===== src/rtl/conv_kernel_scheduler.sv =====
// Convolution stage scheduler: buffers NxN windows and issues each one to the PE lanes
// once per kernel group, handshaking lane results downstream with valid/ready.

module conv_lane_gate #(
    parameter int LANE = 0,
    parameter int PE   = 2,
    parameter int K    = 4,
    parameter int GW   = 2
) (
    input  logic [GW-1:0] pass_i,
    input  logic          active_i,
    output logic          en_o
);
    // Lane serves kernel pass*PE+LANE; lanes past the last kernel idle on the final pass.
    assign en_o = active_i && ((int'(pass_i) * PE + LANE) < K);
endmodule

module conv_kernel_scheduler #(
    parameter  int NumberOfK          = 4,
    parameter  int ProcessingElements = 2,
    parameter  int N                  = 3,
    parameter  int BitSize            = 8,
    parameter  int FifoDepth          = 4,
    localparam int CPP  = (NumberOfK + ProcessingElements - 1) / ProcessingElements,
    localparam int WinW = N * N * BitSize,
    localparam int GrpW = $clog2(CPP) + 1,
    localparam int CntW = $clog2(FifoDepth) + 1
) (
    input  logic                          clk_i,
    input  logic                          res_i,
    input  logic                          in_valid_i,
    input  logic [WinW-1:0]               in_data_i,
    output logic                          in_ready_o,
    output logic [WinW-1:0]               pe_data_o,
    output logic [GrpW-1:0]               pe_group_o,
    output logic [ProcessingElements-1:0] pe_mask_o,
    output logic                          out_valid_o,
    output logic                          out_last_o,
    input  logic                          out_ready_i,
    output logic [CntW-1:0]               fifo_count_o
);
    localparam int PtrW = (FifoDepth > 1) ? $clog2(FifoDepth) : 1;

    typedef enum logic {IDLE, ISSUE} state_e;

    state_e                          state_q, state_d;
    logic [GrpW-1:0]                 pass_q, pass_d;
    logic [PtrW-1:0]                 rd_q, rd_d, wr_q, wr_d;
    logic [CntW-1:0]                 cnt_q, cnt_d;
    logic [FifoDepth-1:0][WinW-1:0]  mem_q;
    logic                            issue, last, push, pop;

    function automatic logic [PtrW-1:0] ptr_inc(input logic [PtrW-1:0] p);
        return (p == PtrW'(FifoDepth - 1)) ? '0 : p + 1'b1;
    endfunction

    assign issue      = (state_q == ISSUE);
    assign last       = (pass_q == GrpW'(CPP - 1));
    assign in_ready_o = (cnt_q < CntW'(FifoDepth));
    assign push       = in_valid_i && in_ready_o;
    assign pop        = issue && out_ready_i && last;

    always_comb begin
        state_d = state_q;
        pass_d  = pass_q;
        rd_d    = rd_q;
        wr_d    = wr_q;
        cnt_d   = cnt_q;
        if (issue && out_ready_i)
            pass_d = last ? '0 : pass_q + 1'b1;
        if (push) wr_d = ptr_inc(wr_q);
        if (pop)  rd_d = ptr_inc(rd_q);
        if (push && !pop)      cnt_d = cnt_q + 1'b1;
        else if (pop && !push) cnt_d = cnt_q - 1'b1;
        case (state_q)
            IDLE:    if (push) state_d = ISSUE;
            ISSUE:   if (cnt_d == '0) state_d = IDLE;
            default: state_d = IDLE;
        endcase
    end

    always_ff @(posedge clk_i) begin
        if (res_i) begin
            state_q <= IDLE;
            pass_q  <= '0;
            rd_q    <= '0;
            wr_q    <= '0;
            cnt_q   <= '0;
        end else begin
            state_q <= state_d;
            pass_q  <= pass_d;
            rd_q    <= rd_d;
            wr_q    <= wr_d;
            cnt_q   <= cnt_d;
        end
    end

    // Storage needs no reset: reads are gated by the issue state.
    always_ff @(posedge clk_i) begin
        if (push) mem_q[wr_q] <= in_data_i;
    end

    assign out_valid_o  = issue;
    assign out_last_o   = issue && last;
    assign pe_group_o   = issue ? pass_q : '0;
    assign pe_data_o    = issue ? mem_q[rd_q] : '0;
    assign fifo_count_o = cnt_q;

    for (genvar i = 0; i < ProcessingElements; i++) begin : g_lane
        conv_lane_gate #(
            .LANE (i),
            .PE   (ProcessingElements),
            .K    (NumberOfK),
            .GW   (GrpW)
        ) u_gate (
            .pass_i   (pass_q),
            .active_i (issue),
            .en_o     (pe_mask_o[i])
        );
    end
endmodule

===== config.mk =====
export PLATFORM = sky130hd
export DESIGN_NAME = conv_kernel_scheduler
export DESIGN_NICKNAME = d
export VERILOG_FILES = /design/src/rtl/conv_kernel_scheduler.sv
export SDC_FILE = /design/constraint.sdc
export NUM_CORES = 1
export LEC_CHECK = 0
export ABC_CLOCK_PERIOD_IN_PS = 3900
export BUFFER_PORTS_ARGS = -buffer_cell sky130_fd_sc_hd__buf_2
export CAP_MARGIN = 20
export CORE_MARGIN = 5
export CORE_UTILIZATION = 50
export DETAILED_ROUTE_END_ITERATION = 12
export PLACE_DENSITY = 0.69
export SYNTH_ARGS = -nofsm -noshare
export SYNTH_HDL_FRONTEND = slang
export SYNTH_SLANG_ARGS = --single-unit

===== constraint.sdc =====
create_clock -name clk_i -period 3.9 [get_ports clk_i]
set_input_delay 0.39 -clock clk_i [delete_from_list [all_inputs] [get_ports clk_i]]
set_output_delay 0.39 -clock clk_i [all_outputs]
set_load 0.03 [all_outputs]

Word level (Yosys, flattened, before mapping)
Cells that the tools add are included.
Storage, ports and cells
  bits in registers: 298
  input port bits: 76
  output and inout bits: 82
  word-level logic and storage cells: 52
Operators by class
  add/sub/neg operators: 6
  magnitude comparators: 6
  eq/ne operators: 3
  mux-type cells: 15
  bitwise gates (word level): 1
  reductions and logical operators: 12
Operator list (count)
  $bwmux 288: 1
  $mux 72: 3
  $bmux 72 s2: 1
  $demux 72 s2: 1
  $lt 32x4->1 const B: 1
  $logic_and 1x1->1: 9
  $mux 2: 4
  $add 2x1->2 const B: 3
  $lt 2x3->1 const B: 2
  $lt 3x3->1 const B: 2
  $mux 3: 2
  $add 3x1->4 const B: 1
  $eq 2x2->1 const B: 2
  $add 3x1->3 const B: 1
  $logic_not 3->1: 1
  $sub 3x1->3 const B: 1
  $eq 2x1->1 const B: 1
  $ge 2x1->1 const B: 1
  $logic_not 1->1: 2
  $mux 1: 2
  $pmux 1 s2: 1
  $not 1->1: 1

Logic depth before layout (Yosys ltp)
Gate-level depths: netlist of the first run.
  depth in word-level cells: 9
  depth in mapped cells: 6
  depth with buffers taken out: 6

Modules after synthesis
From an unflattened synthesis of the first run, not the netlist that was laid out.
Second synthesis, totals
  cells, all modules: 533
  area total of the unflattened synthesis: 11478.5 um^2
Modules (own cells, without submodules)
  conv_kernel_scheduler: instances 1, cells each 531, area an instance 11451.0 um^2, seq. area each 8848.5 um^2
  conv_lane_gate: instances 2, cells each 1, area an instance 13.8 um^2, seq. area each 0.0 um^2

Worst setup path after synthesis of the first run
No wires, ideal clock.
  path kind: flip-flop to flip-flop
  from: register cnt_q[2], in the netlist fifo_count_o[2]
  to: register mem_q[0] (netlist bit), enable pin
  setup time: 0.438 ns
  arrival: 2.460 ns
  required time: 3.462 ns
  slack: 1.002 ns
  stages on the path, launching flop included: 4
  cells stage by stage: dfxtp_1 > nor2b_1 > buf_2 > and2_1
On the way
  longest elaborated chain between the ends: 2
RTL lines
  start: declaration: line 49  | logic [CntW-1:0] cnt_q, cnt_d;
  start signal: assignment: line 94  | cnt_q <= cnt_d;
  $lt 3x3->1: line 59  | assign in_ready_o = (cnt_q < CntW'(FifoDepth));
  $logic_and 1x1->1: line 60  | assign push = in_valid_i && in_ready_o;
  end signal: indexed assignment: line 100  | if (push) mem_q[wr_q] <= in_data_i;
  end: declaration: line 50  | logic [FifoDepth-1:0][WinW-1:0] mem_q;
No other way between the ends.
A chain may end at the register's enable or synchronous reset.

Worst setup path after layout of the first run
  from: register rd_q[0]
  to: output port pe_data_o[59]
On the way
  longest elaborated chain between the ends: 3
RTL lines
  start: declaration: line 48  | logic [PtrW-1:0] rd_q, rd_d, wr_q, wr_d;
  start signal: assignment: line 92  | rd_q <= rd_d;
  $bmux 72 s2: line 106  | assign pe_data_o = issue ? mem_q[rd_q] : '0;
  $mux 72 (implied by the code): line 106
  $mux 72: line 106
  end: declaration: line 34  | output logic [WinW-1:0] pe_data_o,
No other way between the ends. The select of a mux whose other input is x is not followed.

==> qor.yml, run 1 <==
fp.dieW_um: 161
synth_top_area_share: 0.754
post_drt_wl_per_cell_um: 21.1
status: "completed"
cts_sinks: 298
synth_area_mm2: 0.0115
setup_viol: 0
drt_iter0_markers: 330
totalWireLength_um: 21400
rows: 55
hold_path.class: "in -> reg"
grtUsageMet2: 0.271
drc: 0
grt_use_met3: 0.0421
post-route-min-period_ns: 2.96
grt_pass1_vias: 5994
drv_slew: 0
finClkSkew_ns: 0.00927
synthArstFlopShare: 0
drive_above_1_share: 0.389
start_kind: "register"
synth_edf_count: 288
nets: 786
top_usage_layer: "met2"
grt-ovfl-total: 0
use_met1: 0.226
grt_usage: 0.164
cts_max_level: 1
synth_top_area_cell: "edfxtp_1"
syn_nets: 617
p_sw_mw: 1.89
preCtsSetupSlack_ns: 1.39
vias: 5534
fmax_ghz: 0.338
worstPathArrival_ns: 2.57
holdBufCountCts: 0
root_buffer: "clkbuf_16"
synth_ff_type: "edfxtp_1"
place.gp.congestion: 0.728
hold_viol: 0
dpl_cell_area_mm2: 0.0125
internal_power_mw: 5.50
io_pins: 158
core_mm2: 0.0226
synth_cell_types: 30
worst_pin_slew_ns: 0.987
post_cts_resized: 0
syn_area_per_cell_um2: 21.5
rsz0062_at_grt: "false"
ir_drop_v: 0.000436
power.density_mw_per_mm2: 545
holdPathStages: 1
die_area_mm2: 0.0261
grt_max_degree: 75
post_cts_buffers: 0
rr_worst_depth: 4
grt_pass1_wl_um: 33700
totalNegativeSetupSlack_ns: 0
antenna_found_initial: 2
end_kind: "primary output"
fin_area_mm2: 0.0135
seqPwrFrac: 0.514
viasPerCell: 5.47
fp.dieH_um: 161
fin_worst_hold_slack_ns: 0.0688
drt-pass1-iter-count: 4
yosys-top-cells-area: "edfxtp_1, mux4_2, and2_1, dfxtp_1, ha_1"
final_core_util: 0.598
maxCapViolCount: 0
required_ns: 3.51
power_frac_comb: 0.144
clkPwrFrac: 0.343
slew_headroom: 0.342
dp_hpwl_um: 12200
clk_path_buf_depth: 3
p_leak_nw: 4.70
clk_latency_ns: 0.53
cts_made_buffers: 30
layout_common_cells: "edfxtp_1, buf_2, and2_1"
synthToLayoutAreaGrowth_pct: 18.1
final_common_cell: "edfxtp_1"
setup_ws_ns: 0.939
drtAntennaViolNets: 0
portBuffers: 157
yosysWarnings: 0
finalCritPeriodShare: 0.759
syn_inst: 534
synth-seq-area-share: 0.771
cts.reportedPaths.clkPinSlew_ns: 0.06
synth-seq-cells: 298
start_util: 0.507
cts_tree: "built"
path_class: "reg -> out"
critPathMaxFanout: 23
p_sw_frac: 0.256
cells in the mapped netlist, types with 2 or more instances:
master / number
a211oi_1: 2
a21oi_1: 6
and2_1: 79
buf_2: 5
buf_4: 8
clkbuf_1: 14
dfxtp_1: 10
edfxtp_1: 288
ha_1: 7
inv_1: 7
mux4_2: 72
nand2_1: 9
nor2_1: 6
nor2b_1: 2
nor3_1: 2
o21ai_0: 2
xnor2_1: 2
critical path: stages (launching register included):
cell and delay (ns):
dfxtp_4 0.64, buf_4 0.46, mux4_2 0.57, and2_1 0.18, buf_2 0.18
final timing paths:
path | start | end | slack (ns)
max | rd_q[0]$_SDFFE_PP0P_ | pe_data_o[59] | 0.94
min | in_data_i[8] | mem_q[8]$_DFFE_PP_ | 0.07
max reg2reg | out_valid_o$_SDFF_PP0_ | out_valid_o$_SDFF_PP0_ | 1.70
min reg2reg | wr_q[1]$_SDFFE_PP0P_ | wr_q[1]$_SDFFE_PP0P_ | 0.53
final cells by class:
cell class | instances | area (µm²)
fill | 1647 | 9100
sequential | 298 | 8860
multi-input combinational | 201 | 2460
timing repair buffer | 165 | 958
clock buffer | 36 | 795
tap | 285 | 357
clock inverter | 18 | 82.6
inverter | 7 | 26.3
antenna | 1 | 2.50
power by group through the flow:
stage	Clock (mW)	Sequential, mW	Combinational [mW]
2_1_floorplan	0	3.82	0.735
3_3_place_gp	0	3.85	1.04
3_5_place_dp	0	3.86	1.06
4_1_cts	2.60	3.80	1.06
5_1_grt	2.74	3.81	1.14
6_report	2.53	3.79	1.06
through the flow:
step	std cells	total power, mW
3_5_place_dp	951	4.92
4_1_cts	1005	7.46
2_1_floorplan	534	4.56
6_report	1011	7.38
5_1_grt	1010	7.69
3_3_place_gp	951	4.89
logic make-up (layout without fill, tap and decap cells):
group	Yosys count	count (layout)	synth area share
other	0	1	0
xor gates and xnor gates	3	3	0.00229
buffers and inverters	35	226	0.0146
adders and majority gates	7	7	0.00764
muxes	73	73	0.142
and+or+nand+nor	105	105	0.0548
AOI/OAI and AO/OA	13	13	0.00698
DFF	298	298	0.771
routing by layer:
layer	routed length [µm]	vias up
li1	-	2491
met1	9160	2851
met2	10600	165
met3	1400	23
met4	204	4
met5	23	-
flip-flops by register name (all words and copies together), names as in the netlist:
signal	count
out_valid_o	1
mem_q	288
wr_q	2
rd_q	2
pass_q	2
fifo_count_o	3
No activity file was read; power rests on OpenSTA's default activity.
==> run 2, diff against run 1 <==
- ABC_AREA: default -> 1
- ABC_CLOCK_PERIOD_IN_PS: 3900 -> 2910
- clock period: 3.9 -> 2.91 ns (I/O delays scaled with it)
==> run 2 against run 1 <==
  * Largest cell class unchanged
  * Sequential cell count unchanged
  * Register-to-register slack lost 0.57 ns
  * Worst hold slack better by 0.033 ns
  * Core utilization is 2.6 points higher
  * Critical path depth up 2
  * Non-clock buffer count increased by 85
  * Combinational power fell by 8%
  * Design area rose by 7.2%
  * Area after synthesis grew 2.3%
==> qor.yml, run 2 <==
setup_ws_ns: 0.225  # -0.714 ns
cts_made_buffers: 29  # -3.3%
synth-seq-area-share: 0.754  # -0.0174
post_cts_buffers: 0  # unchanged
required_ns: 2.62  # -0.89 ns
ir_drop_v: 0.000480  # +10%
r2r-end: "mem_q[259]$_DFFE_PP_"
start_kind: "register"
p_leak_nw: 5.41  # +15%
finClkSkew_ns: 0.00816  # -0.00110 ns
cts_sinks: 298  # unchanged
grt_pass1_vias: 7597  # +27%
totalWireLength_um: 25300  # +18%
fp.dieH_um: 163  # +1.1%
status: "completed"
cts_max_level: 1  # unchanged
die_area_mm2: 0.0266  # +2.2%
synthArstFlopShare: 0  # unchanged
largest_reg_flops: 288  # unchanged
worstPathArrival_ns: 2.39  # -0.18 ns
antenna_found_initial: 0  # -2
end_kind: "primary output"
drv_slew: 0  # unchanged
cts_tree: "built"
path_class: "reg -> out"
yosysWarnings: 0  # unchanged
hold_viol: 0  # unchanged
final_common_cell: "nor2_1"
fmax_ghz: 0.372
rrSetupSlack_ns: 1.13  # -0.57 ns
grt-ovfl-total: 0  # unchanged
synthTopCellsByCount: "nor2_1, edfxtp_1, o21ai_0, a21oi_1, o21ai_1"
synthToLayoutAreaGrowth_pct: 23.6
total_power_mw: 9.61  # +30%
io_pins: 158  # unchanged
synth.most_common_cell: "nor2_1"
grt_max_degree: 75  # unchanged
regMostFlops: "mem_q"
power.density_mw_per_mm2: 662  # +21%
drt-pass1-iter-count: 5  # +1
fin_worst_hold_slack_ns: 0.102  # +0.0334 ns
worst_pin_slew_ns: 1.00  # +0.0176 ns
synth-seq-cells: 298  # unchanged
place.gp.congestion: 0.750  # +3.0%
preCtsSetupSlack_ns: 0.757  # -0.632 ns
synth_cell_types: 23  # -23%
drc: 0  # unchanged
drive_above_1_share: 0.196  # -0.193
syn_area_per_cell_um2: 12.5  # -42%
portBuffers: 157  # unchanged
syn_nets: 1020  # +65%
drt_iter0_markers: 559  # +69%
grt_pass1_wl_um: 40100  # +19%
holdPathStages: 3  # +2
post_drt_wl_per_cell_um: 16.8  # -20%
grt_usage: 0.190  # +0.0260
core_mm2: 0.0233  # +2.7%
cts.reportedPaths.clkPinSlew_ns: 0.06  # about the same
rows: 56  # +1.8%
insertedDiodeCount: 0  # -1
synth_edf_count: 288  # unchanged
worstHoldStart: "out_ready_i"
syn_inst: 937  # +75%
root_buffer: "clkbuf_16"
synth_ff_type: "edfxtp_1"
synth_area_mm2: 0.0117  # +2.3%
critPathMaxFanout: 38  # +65%
start_util: 0.504  # -0.00214
vias: 7792  # +41%
hold_path.class: "in -> reg"
slew_headroom: 0.329  # -0.0127
maxCapViolCount: 0  # unchanged
dp_hpwl_um: 14200  # +17%
clk_path_buf_depth: 3  # unchanged
rr_worst_depth: 4  # unchanged
min_to: "pass_q[0]$_SDFFE_PP0P_"
viasPerCell: 5.18  # -5.3%
drtAntennaViolNets: 0  # unchanged
rr_startpoint: "fifo_count_o[2]$_SDFF_PP0_"
yosys-top-cells-area: "edfxtp_1, nor2_1, o21ai_0, a21oi_1, o21ai_1"
layout_common_cells: "nor2_1, edfxtp_1, buf_2"
finalCritPeriodShare: 0.923
synth_top_area_cell: "edfxtp_1"
post-route-min-period_ns: 2.68
synth_top_area_share: 0.737  # -0.0170
nets: 1246  # +59%
fp.dieW_um: 163  # +1.1%
rsz0062_at_grt: "false"
setup_viol: 0  # unchanged
clk_latency_ns: 0.53  # about the same
run 2: changes by cell type after synthesis, sizes merged, moves of 8 or more:
| cell | before | now |
|---|---|---|
| nor2 | 6 | 304 |
| o21ai | 2 | 150 |
| mux4 | 72 | 0 |
| a21oi | 6 | 78 |
| buf | 14 | 33 |
| and2 | 79 | 0 |
| inv | 7 | 21 |
| clkbuf | 14 | 22 |
run 2: worst max-delay path, stage by stage (launching register included):
cell and delay [ns]:
dfxtp_4 0.63, buf_4 0.46, nor2_1 0.09, nor2_1 0.08, o21ai_0 0.09, a21oi_1 0.24
buf_2 0.25
run 2: final cells by class:
type / count / area [µm²]
clock buffers: 35 / 748
clock inverters: 17 / 175
fillers: 1810 / 8750
inverters: 22 / 90.1
multi-input cells: 562 / 2540
flip-flops and latches: 298 / 8850
well taps: 319 / 399
repair buffers: 250 / 1700
run 2: repair_timing:
action | CTS | global route
endpoints found under the hold margin | 291 | 0
resized for setup | 0 | 0
hold buffers | 73 | 0
run 2: per-layer routing:
layer  track usage  vias to the layer above  wire (µm)  share of wire
met1         0.250                     3692      10500           0.41
li1              -                     3754          -              -
met3        0.0280                       55       1640          0.065
met5             0                        -          0              0
met4        0.0660                        0        725          0.029
met2         0.326                      291      12400           0.49
run 2: cell families after synthesis:
family                     after synthesis  share of synthesized area
adders and majority gates                7                    0.00746
DFF                                    298                      0.754
AOI/OAI and AO/OA                      229                     0.0979
and+or+nand+nor                        326                      0.109
buffers and inverters                   77                     0.0321
run 2: worst max-delay path by stage:
stage / endpoint / slack [ns] / start / depth (start not counted)
after floorplan: mem_q[0]$_DFFE_PP_ / -0.33 / fifo_count_o[2]$_SDFF_PP0_ / 3
after global placement: pe_data_o[15] / 0.77 / rd_q[0]$_SDFFE_PP0P_ / 6
after detailed placement: pe_data_o[15] / 0.76 / rd_q[0]$_SDFFE_PP0P_ / 6
after CTS: pe_data_o[15] / 0.18 / rd_q[0]$_SDFFE_PP0P_ / 6
after global routing: pe_data_o[54] / 0.07 / rd_q[0]$_SDFFE_PP0P_ / 6
final: pe_data_o[15] / 0.23 / rd_q[0]$_SDFFE_PP0P_ / 6
run 2: stage by stage:
stage,instance area [µm²],setup TNS [ns],cells,util
after floorplan,11700,-96.06,937,-
after global placement,12900,0,1378,0.553
after detailed placement,12900,0,1378,0.553
after CTS,14500,0,1503,0.624
after global routing,14500,0,1503,0.624
final,14500,0,1503,0.624
run 2: power breakdown:
part / leakage [nW] / switching, mW / internal, mW
Sequential: 2.73 / 0.0535 / 4.94
Combinational: 2.23 / 0.676 / 0.302
Clock: 0.453 / 1.47 / 2.17
==> run 3, diff against run 2 <==
- ABC_CLOCK_PERIOD_IN_PS: 2910 -> 3200
- BUFFER_PORTS_ARGS: -buffer_cell sky130_fd_sc_hd__buf_2 -> -buffer_cell sky130_fd_sc_hd__buf_4
- clock period: 2.91 -> 3.2 ns (I/O delays scaled with it)
==> run 3 against run 2 <==
  * Final cell count down 0.27%
  * Die area stayed put
  * Clock skew up 0.0081 ns
  * Global-route usage is 0.31 points lower
  * Critical path depth decreased by 2
  * Sequential share of layout area shrank 1.5 points
  * Critical path type unchanged
==> qor.yml, run 3 (same netlist as run 2, synthesis figures left out) <==
hold_path.class: "in -> reg"
start_util: 0.504  # unchanged
status: "completed"
fp.dieH_um: 163  # unchanged
rows: 56  # unchanged
path_class: "reg -> out"
clk_latency_ns: 0.53  # about the same
fp.dieW_um: 163  # unchanged
cts.reportedPaths.clkPinSlew_ns: 0.06  # about the same
dp_cells: 1375  # -0.22%
nets: 1243  # -0.24%
core_mm2: 0.0233  # unchanged
post_drt_wl_per_cell_um: 17.0  # +1.1%
setup_viol: 0  # unchanged
drv_slew: 0  # unchanged
final_common_cell: "nor2_1"
path_cells: "inv_2 -> buf_4 -> a21oi_1 -> buf_4"
internal_power_mw: 6.69  # -9.6%
dp_hpwl_um: 14200  # -0.27%
slew_headroom: 0.388  # +0.0581
cts_made_buffers: 29  # unchanged
max_stage_delay_ns: 0.69  # +0.06 ns
largest_reg_flops: 288  # unchanged
finClkSkew_ns: 0.0163  # +0.00810 ns
vias: 7656  # -1.7%
drtAntennaViolNets: 0  # unchanged
rsz0062_at_grt: "false"
finalCritPeriodShare: 0.817
instances_no_fill: 1499  # -0.27%
layout_common_cells: "nor2_1, edfxtp_1, buf_4"
grt_usage: 0.187  # -0.00307
cpMostUsedCell: "buf_4"
cp_num_buf_inv: 3  # +1
totalWireLength_um: 25500  # +0.81%
cp_slowest_cell: "inv_2"
antenna_found_initial: 1  # +1
critPathTopFamily: "buffers and inverters"
power_frac_comb: 0.113  # +0.011
power.density_mw_per_mm2: 584  # -12%
start_kind: "register"
clk_path_buf_depth: 3  # unchanged
regMostFlops: "mem_q"
clkPwrFrac: 0.365  # -0.014
grt_max_degree: 147  # +96%
final_core_util: 0.640  # +0.0158
viasPerCell: 5.11  # -1.5%
post_cts_resized: 0  # unchanged
p_sw_frac: 0.229  # -0.000234
root_buffer: "clkbuf_16"
worstPathArrival_ns: 2.30  # -0.09 ns
worst_pin_slew_ns: 0.917  # -0.0870 ns
drc: 0  # unchanged
place.gp.congestion: 0.739  # -1.5%
ir_drop_v: 0.000483  # +0.45%
cts_tree: "built"
drt_iter0_markers: 506  # -9.5%
io_pins: 158  # unchanged
post-route-min-period_ns: 2.62
grt_pass1_wl_um: 39300  # -1.9%
cts_max_level: 1  # unchanged
cts_sinks: 298  # unchanged
grt_pass1_vias: 7577  # -0.26%
critPathMaxFanout: 40  # +5.3%
portBuffers: 157  # unchanged
required_ns: 2.88  # +0.26 ns
die_area_mm2: 0.0266  # unchanged
p_sw_mw: 1.99  # -9.7%
maxCapViolCount: 0  # unchanged
hold_viol: 0  # unchanged
grt-ovfl-total: 0  # unchanged
p_leak_nw: 5.47  # +1.1%
fillCellCount: 1784  # -1.4%
end_kind: "primary output"
fmax_ghz: 0.382
drt-pass1-iter-count: 5  # unchanged
seqPwrFrac: 0.522  # +0.003
synthToLayoutAreaGrowth_pct: 26.8
drive_above_1_share: 0.195  # -0.000865
==> run 3: changes by cell type in the layout (fill, tap and decap cells not counted), moves of 3 or more <==
cell       before  now
buf_2         157    0
buf_4          17  169
bufinv_16       4    1
clkbuf_8        0    5
clkinv_1        8    4
clkinv_2        5    2
==> run 3: path summary, 6_finish.rpt <==
| kind | startpoint | to | slack (ns) | depth (start not counted) |
|---|---|---|---|---|
| worst max-delay path | out_valid_o$_SDFF_PP0_ | pe_data_o[14] | 0.58 | 4 |
| worst max register to register | fifo_count_o[2]$_SDFF_PP0_ | mem_q[264]$_DFFE_PP_ | 1.49 | 4 |
| worst min register to register | wr_q[1]$_SDFFE_PP0P_ | wr_q[1]$_SDFFE_PP0P_ | 0.53 | 2 |
| worst min-delay path | out_ready_i | pass_q[0]$_SDFFE_PP0P_ | 0.13 | 3 |
==> run 3: cell type report <==
cell class                 count  area, µm²  area share
timing repair buffer         247       2100       0.141
sequential                   298       8850       0.595
tap                          319        399      0.0268
inverter                      22       90.1     0.00606
clock inverter                 9       72.6     0.00488
multi-input combinational    562       2540       0.171
clock buffer                  41        821      0.0552
antenna                        1       2.50    0.000168
==> run 3: repair_timing <==
action,CTS,global route
hold buffers,73,0
setup buffers,0,0
endpoints found under the hold margin,291,0
==> run 3: through the flow <==
| stage | area [µm²] | TNS, ns | setup WS (ns) | hold slack, ns | total power [mW] |
|---|---|---|---|---|---|
| finish | 14900 | 0 | 0.585 | 0.134 | 8.68 |
| global route | 14900 | 0 | 0.449 | 0.157 | 8.98 |
| CTS | 14900 | 0 | 0.571 | 0.108 | 8.76 |
| detailed placement | 13300 | 0 | 1.15 | 0.522 | 5.53 |
| global placement | 13300 | 0 | 1.16 | 0.511 | 5.51 |
| floorplan | 11700 | -12.54 | -0.0436 | 0.389 | 5.14 |
==> run 3: power by group through the flow <==
stage / sequential [mW] / clock, mW / combinational (mW)
after global routing: 4.55 / 3.37 / 1.07
after floorplan: 4.63 / 0 / 0.510
after detailed placement: 4.62 / 0 / 0.913
after CTS: 4.54 / 3.23 / 0.990
after global placement: 4.61 / 0 / 0.901
final: 4.54 / 3.17 / 0.980
==> run 3: per-layer routing <==
layer	vias to the layer above	global-route usage	share of wire
met5	-	0	0
li1	3741	-	-
met2	205	0.327	0.51
met4	0	0.0480	0.017
met3	39	0.0303	0.058
met1	3671	0.246	0.42
==> run 3: tightest hold or removal path, stage by stage <==
cell	delay, ns
buf_4	0.08
nand2_2	0.08
a21oi_1	0.14
